--- src/rtl/button_conditioner_pkg.sv ---
// Shared constants for the pushbutton front end (12 MHz board clock).
// Optional auto-repeat is enabled with BUTTON_CONDITIONER_REPEAT_EN.
package button_conditioner_pkg;

    localparam int DEF_DEBOUNCE_CYCLES = 12000;
    localparam int DEF_HOLD_CYCLES     = 6000000;
    localparam int DEF_REPEAT_CYCLES   = 1200000;
    localparam bit DEF_ACTIVE_LOW      = 1'b1;

    // Raw pin level of a button that is not being pressed.
    function automatic logic released_level(input bit active_low);
        return active_low;
    endfunction

endpackage

--- src/rtl/button_conditioner_debounce_ch.sv ---
// One button channel: synchronizer, debounce, press-edge detect.
// Auto-repeat is built only with BUTTON_CONDITIONER_REPEAT_EN.
module debounce_ch
    import button_conditioner_pkg::*;
#(
    parameter int DEBOUNCE_CYCLES = DEF_DEBOUNCE_CYCLES,
    parameter bit ACTIVE_LOW      = DEF_ACTIVE_LOW,
    parameter int HOLD_CYCLES     = DEF_HOLD_CYCLES,
    parameter int REPEAT_CYCLES   = DEF_REPEAT_CYCLES
) (
    input  logic clk,
    input  logic reset,
    input  logic btn_raw,
    output logic level,
    output logic raw_pulse
);

    localparam int CW = $clog2(DEBOUNCE_CYCLES) + 1;
    localparam logic [CW-1:0] CNT_LAST = CW'(DEBOUNCE_CYCLES - 1);
    localparam logic REL = released_level(ACTIVE_LOW);

    logic          s1;
    logic          s2;
    logic          pressed;
    logic [CW-1:0] cnt;
    logic          stable;
    logic          stable_d;
    logic          pulse_q;
    logic          rep_fire;

    // Two-flop synchronizer on the raw pin level.
    always_ff @(posedge clk or posedge reset) begin
        if (reset) begin
            s1 <= REL;
            s2 <= REL;
        end else begin
            s1 <= btn_raw;
            s2 <= s1;
        end
    end

    assign pressed = s2 ^ ACTIVE_LOW;

    // Flip the stable state only after a long enough disagreement.
    always_ff @(posedge clk or posedge reset) begin
        if (reset) begin
            cnt    <= '0;
            stable <= 1'b0;
        end else if (pressed == stable) begin
            cnt <= '0;
        end else if (cnt == CNT_LAST) begin
            stable <= pressed;
            cnt    <= '0;
        end else begin
            cnt <= cnt + 1'b1;
        end
    end

`ifdef BUTTON_CONDITIONER_REPEAT_EN
    localparam int HMAX = (HOLD_CYCLES > REPEAT_CYCLES) ?
                          HOLD_CYCLES : REPEAT_CYCLES;
    localparam int HW = $clog2(HMAX) + 1;

    logic [HW-1:0] hold_cnt;
    logic          repeating;

    assign rep_fire = stable &
        (repeating ? (hold_cnt == HW'(REPEAT_CYCLES))
                   : (hold_cnt == HW'(HOLD_CYCLES)));

    // Time the held press: first repeat after the hold, then periodic.
    always_ff @(posedge clk or posedge reset) begin
        if (reset) begin
            hold_cnt  <= '0;
            repeating <= 1'b0;
        end else if (!stable) begin
            hold_cnt  <= '0;
            repeating <= 1'b0;
        end else if (rep_fire) begin
            hold_cnt  <= HW'(1);
            repeating <= 1'b1;
        end else begin
            hold_cnt <= hold_cnt + 1'b1;
        end
    end
`else
    localparam int unused_repeat_cfg = HOLD_CYCLES + REPEAT_CYCLES;
    assign rep_fire = 1'b0;
`endif

    // Registered press-edge pulse; release edges are ignored.
    always_ff @(posedge clk or posedge reset) begin
        if (reset) begin
            stable_d <= 1'b0;
            pulse_q  <= 1'b0;
        end else begin
            stable_d <= stable;
            pulse_q  <= (stable & ~stable_d) | rep_fire;
        end
    end

    assign level     = stable;
    assign raw_pulse = pulse_q;

endmodule

--- src/rtl/button_conditioner.sv ---
// Two-button front end producing clean up/down command pulses.
// Auto-repeat is built only with BUTTON_CONDITIONER_REPEAT_EN.
module button_conditioner
    import button_conditioner_pkg::*;
#(
    parameter int DEBOUNCE_CYCLES = DEF_DEBOUNCE_CYCLES,
    parameter bit ACTIVE_LOW      = DEF_ACTIVE_LOW,
    parameter int HOLD_CYCLES     = DEF_HOLD_CYCLES,
    parameter int REPEAT_CYCLES   = DEF_REPEAT_CYCLES
) (
    input  logic clk,
    input  logic reset,
    input  logic btn_up_raw,
    input  logic btn_down_raw,
    output logic up,
    output logic down,
    output logic up_level,
    output logic down_level
);

    logic pulse_up;
    logic pulse_down;

    debounce_ch #(
        .DEBOUNCE_CYCLES (DEBOUNCE_CYCLES),
        .ACTIVE_LOW      (ACTIVE_LOW),
        .HOLD_CYCLES     (HOLD_CYCLES),
        .REPEAT_CYCLES   (REPEAT_CYCLES)
    ) u_up (
        .clk       (clk),
        .reset     (reset),
        .btn_raw   (btn_up_raw),
        .level     (up_level),
        .raw_pulse (pulse_up)
    );

    debounce_ch #(
        .DEBOUNCE_CYCLES (DEBOUNCE_CYCLES),
        .ACTIVE_LOW      (ACTIVE_LOW),
        .HOLD_CYCLES     (HOLD_CYCLES),
        .REPEAT_CYCLES   (REPEAT_CYCLES)
    ) u_down (
        .clk       (clk),
        .reset     (reset),
        .btn_raw   (btn_down_raw),
        .level     (down_level),
        .raw_pulse (pulse_down)
    );

    // Coincident commands cancel so the counter never sees both.
    assign up   = pulse_up & ~pulse_down;
    assign down = pulse_down & ~pulse_up;

endmodule

--- config.mk ---
export PLATFORM = sky130hd
export DESIGN_NAME = button_conditioner
export DESIGN_NICKNAME = d
export VERILOG_FILES = /design/src/rtl/button_conditioner_pkg.sv /design/src/rtl/button_conditioner_debounce_ch.sv /design/src/rtl/button_conditioner.sv
export SDC_FILE = /design/constraint.sdc
export NUM_CORES = 1
export LEC_CHECK = 0
export CAP_MARGIN = 20
export CORE_UTILIZATION = 55
export CTS_CLUSTER_DIAMETER = 150
export DETAILED_ROUTE_END_ITERATION = 10
export PLACE_DENSITY = 0.78
export SYNTH_ARGS = -nofsm -noshare
export SYNTH_HDL_FRONTEND = slang
export SYNTH_SLANG_ARGS = --single-unit
--- constraint.sdc ---
create_clock -name clk -period 4.2 [get_ports clk]
set_input_delay 0.42 -clock clk [delete_from_list [all_inputs] [get_ports clk]]
set_output_delay 0.42 -clock clk [all_outputs]
set_load 0.005 [all_outputs]
==> flow_metrics.tcl, run 1 <==
set metrics [dict create \
    regArea_mm2 0.001006 \
    synth-seq-area-share_pct 55.26 \
    whs_ps 342.4 \
    ys_ff_latch 40 \
    cts_hold_buf 0 \
    grt_first_pass_wirelength_um 5388 \
    synth-main-ff-cell "dfrtp_1" \
    die_x_um 59.53 \
    setup-violations-final 0 \
    rows 20 \
    yosysMostFrequentCell "dfrtp_1" \
    start_kind "register" \
    clkTransAtPathRegs_ps 120 \
    seq_power_share_pct 57.4 \
    place.port_buffers 7 \
    instances_no_fill 230 \
    final.min_clock_period_ps 1880 \
    postPlaceCellArea_mm2 0.001913 \
    wirelength_um 3116 \
    postLayoutCellArea_mm2 0.002003 \
    antenna_found_initial 0 \
    yosysWarnings 0 \
    remaining_drc_errors 0 \
    arrival_ps 2130 \
    worst_slew_pin_slew_ps 429.8 \
    p_int_mw 0.5447 \
    dp.cells 222 \
    die_area_mm2 0.003544 \
    synth_common_cells "dfrtp_1 (36), nor2_1 (34), xnor2_1 (19)" \
    rsz0062_at_grt "no" \
    sw_frac_of_total_pct 21.97 \
    synth-edff-count 0 \
    cp_top_family "simple AND/OR/NAND/NOR gates" \
    slew_viol_final 0 \
    gp_congestion 0.8700 \
    ir_drop_v 0.0003913 \
    via_count 1253 \
    pwr-share-clk_pct 39.0 \
    critical_path_class "reg -> reg" \
    synth_cell_type_count 28 \
    cts_root_buf "clkbuf_4" \
    rrSetupSlack_ps 2320 \
    drt_first_pass_iters 6 \
    path_buf_inv 0 \
    postCtsSetupBuffers 0 \
    syn_nets 181 \
    slowest_delay_ps 550 \
    numCtsBuffers 5 \
    htree_levels 2 \
    netlist_area_mm2 0.001820 \
    worstPathRequired_ps 4450 \
    drive_above_1_share_pct 8.602 \
    cp_slowest_cell "or4_4" \
    max_freq_mhz 531.9 \
    antennaDiodeCount 0 \
    muxShareOfSynthArea_pct 0.5498 \
    worst_setup_path_end_kind "register" \
    powerDensity_mw_per_mm2 348.5 \
    ioPinCount 8 \
    initial_core_util_pct 58.67 \
    yosys-top-cells-area "dfrtp_1 (49%), xnor2_1 (9.1%), nor2_1 (7.0%)" \
    fin_ws_ps 2320 \
    clockBufferDepth 2 \
    slew_headroom_pct 71.31 \
    grt_overflow 0 \
    finalCritPeriodShare_pct 44.76 \
    fillCellCount 261 \
    hold_class "reg -> reg" \
    postSynthCellCount 175 \
    synthSimpleGateAreaFrac_pct 24.60 \
    synth_xor_area_share_pct 13.47 \
    synth_fa_ha_area_share_pct 1.375 \
    status "finished, final reports clean" \
    clk_latency_ps 370 \
    drt_iter0_markers 58 \
    drt-wirelength-per-cell_um 13.55 \
    crit_fanout 14 \
    synth_area_leader_cell "dfrtp_1" \
    finalSetupTns_ps 0 \
    grt_usage_pct 21.47 \
    yosysTopAreaCellShare_pct 49.48 \
    cts_resized 0 \
    combPwrFrac_pct 3.6 \
    maxCapViolCount 0 \
    cts_tree "built" \
    ant_nets 0 \
    path_cells "or4b_1, or4_4, nand2b_4, nor2_1" \
    dpl.hpwl_um 2221 \
    synth_compound_area_share_pct 0.2749 \
    die_h_um 59.53 \
    final_hold_viol_count 0 \
    syn_to_final_growth_pct 10.03 \
    syn_area_per_cell_um2 10.40 \
    grt_max_degree 30 \
    dp_slack_ps 2326 \
    async_reset_ff_share_pct 100.0 \
    grt_pass1_vias 1253 \
    p_leak_nw 0.8287 \
    vias_per_cell 5.448 \
    cts_sinks 40 \
    multiInputGateArea_um2 733.2 \
    final_net_count 191 \
    synth_top_family_by_area "simple AND/OR/NAND/NOR gates" \
    finClkSkew_ps 20.62 \
    power_switching_mw 0.1534 \
    fp.coreArea_mm2 0.003103 \
]
## layout make-up
type | instances | area share [%]
clock buffers | 6 | 2.561
multi-input cells | 119 | 36.60
flip-flops and latches | 40 | 50.22
clock inverters | 2 | 1.936
inverters | 11 | 2.061
well taps | 44 | 2.748
repair buffers | 8 | 3.873
## path summary, 6_finish.rpt
kind | depth (start not counted) | start | to
max in group asynchronous | 3 | reset | u_up.s1
max reg2reg | 4 | u_down.cnt[8] | u_down.cnt[13]
min in group asynchronous | 2 | reset | u_down.cnt[12]
min reg2reg | 0 | u_up.s1 | u_up.s2
max | 4 | u_down.cnt[8] | u_down.cnt[13]
min | 0 | u_up.s1 | u_up.s2
## placed cells by master (no fill, tap or decap)
master	instances
dfrtp_1	36
nor2b_1	3
xnor2_1	19
clkbuf_4	5
or3_1	3
o21ai_0	1
nand2_1	7
or2_2	1
clkinv_4	1
bufinv_16	1
nor3_1	4
xor2_1	9
or4_1	1
nand4b_1	1
ha_1	2
dfstp_2	4
nor4_1	7
mux2i_1	1
nand2b_4	1
or4b_1	1
clkbuf_8	1
or4_4	1
nor2_1	34
buf_4	1
nand4_1	10
clkdlybuf4s50_1	7
and4_1	2
nand3_1	11
inv_1	11
## power by group through the flow
stage | combinational (mW) | clock, mW | sequential [mW]
2_1_floorplan | 0.0217 | 0 | 0.405
3_3_place_gp | 0.0248 | 0 | 0.407
3_5_place_dp | 0.0259 | 0 | 0.408
4_1_cts | 0.0261 | 0.280 | 0.400
5_1_grt | 0.0304 | 0.296 | 0.402
6_report | 0.0249 | 0.273 | 0.401
## state kept, by name, summed over array words and instances (netlist names)
register and cells:
u_down.cnt 15, u_down.level 1, u_down.raw_pulse 1, u_down.s1 1, u_down.s2 1, u_down.stable_d 1
u_up.cnt 15, u_up.level 1, u_up.raw_pulse 1, u_up.s1 1, u_up.s2 1, u_up.stable_d 1
## logic make-up after synthesis
kind of cell | Yosys count
adder cells (fa/ha/maj) | 2
flip-flops | 40
buffers and inverters | 16
multiplexers | 1
AO/OA/AOI/OAI | 1
XOR/XNOR | 28
AND/OR/NAND/NOR | 87
## per-stage QoR
step           util, %  total power [mW]
2_1_floorplan        -            0.4268
3_3_place_gp     61.65            0.4316
3_5_place_dp     61.65            0.4335
4_1_cts          64.56            0.7068
5_1_grt          64.56            0.7284
6_report         64.56            0.6981
## layer usage
metal  wire (um)  global-route usage, %  vias up
met5           0                      0        -
met4          99                  14.95        0
met3          93                  5.240       11
met2        1620                  35.47       23
met1        1303                  24.42      615
li1            -                      -      604
Note: power is estimated with default switching activity, not from simulation.
==> run 2: changes to the inputs <==
clock period = 1.9 ns   (was 4.2 ns; I/O delays follow)
==> run 2 against run 1 <==
Against the previous run: sequential share of layout area fell by 0.74 points; hold slack worse by 180 ps; power increased by 100%; sequential power up 120%.
==> flow_metrics.tcl, run 2 (same netlist as run 1, synthesis figures left out) <==
set metrics [dict create \
    status "finished, final reports clean" \
    worstPathRequired_ps 2140 \
    cts_root_buf "clkbuf_4" \
    wirelength_um 3205 \
    ioPinCount 8 \
    maxCapViolCount 0 \
    clkTransAtPathRegs_ps 120 \
    grt_overflow 0 \
    vias_per_cell 5.383 \
    dpl.hpwl_um 2307 \
    postPlaceCellArea_mm2 0.001956 \
    final_common_cell "dfrtp_1" \
    slew_headroom_pct 68.91 \
    hold_class "in -> async" \
    drt-wirelength-per-cell_um 13.64 \
    final_hold_viol_count 0 \
    crit_fanout 14 \
    drive_above_1_share_pct 10.99 \
    finClkSkew_ps 6.271 \
    die_area_mm2 0.003544 \
    reg.largest.list "u_down.cnt x15, u_up.cnt x15" \
    utilization_pct 65.52 \
    drt_first_pass_iters 4 \
    htree_levels 2 \
    numCtsBuffers 5 \
    p_leak_nw 0.8539 \
    powerDensity_mw_per_mm2 685.9 \
    antenna_found_initial 0 \
    final_net_count 196 \
    grt_pass1_vias 1259 \
    critical_path_class "reg -> reg" \
    syn_to_final_growth_pct 11.68 \
    antennaDiodeCount 0 \
    die_h_um 59.53 \
    via_count 1265 \
    cts_hold_buf 0 \
    place.port_buffers 7 \
    met1_usage_pct 22.25 \
    clockBufferDepth 2 \
    max_freq_mhz 556.2 \
    postCtsSetupBuffers 0 \
    start_kind "register" \
    postLayoutCellArea_mm2 0.002033 \
    cts_tree "built" \
    finalCritPeriodShare_pct 94.62 \
    layout_common_cells "dfrtp_1 (36), nor2_1 (34), xnor2_1 (19)" \
    fp.coreArea_mm2 0.003103 \
    grt_first_pass_wirelength_um 5271 \
    gp_congestion 0.8490 \
    grtUsageMet3_pct 6.114 \
    busiest_layer "met2" \
    slew_viol_final 0 \
    arrival_ps 2040 \
    worst_setup_path_end_kind "register" \
    die_x_um 59.53 \
    grt_max_degree 30 \
    grt_usage_pct 20.68 \
    ir_drop_v 0.0004394 \
    final.min_clock_period_ps 1798 \
    initial_core_util_pct 58.67 \
    worst_slew_pin_slew_ps 465.8 \
    clk_latency_ps 340 \
    cts_sinks 40 \
    ff2ff_path_depth 5 \
    finalPower_mw 1.395 \
    drt_iter0_markers 49 \
    remaining_drc_errors 0 \
    rows 20 \
    ant_nets 0 \
    setup-violations-final 0 \
    use_met2_pct 37.08 \
]
[run 2: report_power, final]
group / internal (mW) / switching (mW) / leakage (nW) / total [mW]
registers: 0.869 / 0.0160 / 0.540 / 0.885
logic: 0.0251 / 0.0378 / 0.276 / 0.0630
clock network: 0.176 / 0.270 / 0.0380 / 0.447
total: 1.07 / 0.324 / 0.854 / 1.39
[run 2: area by class of cell]
class / instances / area, um2
multi-input cells: 120 / 749.5
fillers: 274 / 1070
clock buffers: 6 / 51.30
inverters: 11 / 41.29
flip-flops and latches: 40 / 1006
clock inverters: 2 / 10.01
repair buffers: 12 / 120.1
well taps: 44 / 55.05
[run 2: routing by layer]
metal | vias up | share of wire [%] | wire length, um
met5 | - | 0 | 0
met4 | 0 | 1.2 | 38
met3 | 6 | 3.3 | 106
met2 | 21 | 51 | 1627
met1 | 622 | 45 | 1432
li1 | 616 | - | -
[run 2: timing repair]
| item | CTS | global route |
|---|---|---|
| endpoints found under the setup margin | 0 | 28 |
| hold endpoints to repair | 0 | 0 |
| resized for setup | 0 | 2 |
[run 2: worst paths after layout]
kind                         startpoint            end  slack, ps
max                         u_up.cnt[0]   u_up.cnt[10]        100
min                               reset  u_down.cnt[6]        160
max reg2reg                 u_up.cnt[0]   u_up.cnt[10]        100
min reg2reg                     u_up.s1        u_up.s2        360
max in group asynchronous         reset        u_up.s1       1170
min in group clk           btn_down_raw      u_down.s1        250
[run 2: per-stage QoR]
step / TNS, ps / cells / setup slack, ps / hold slack (ps)
2_1_floorplan: 0 / 175 / 55.92 / 194.5
3_3_place_gp: 0 / 226 / 105.1 / 345.5
3_5_place_dp: 0 / 226 / 33.54 / 350.7
4_1_cts: 0 / 234 / 18.21 / 161.6
5_1_grt: -1104 / 235 / -86.95 / 160.9
6_report: 0 / 235 / 102.2 / 160.8
[run 2: critical path: stages (launching register included)]
cell	delay [ps]
dfrtp_1	430
ha_1	250
nand4_1	190
nor4_1	450
or2_4	300
nor2_1	80
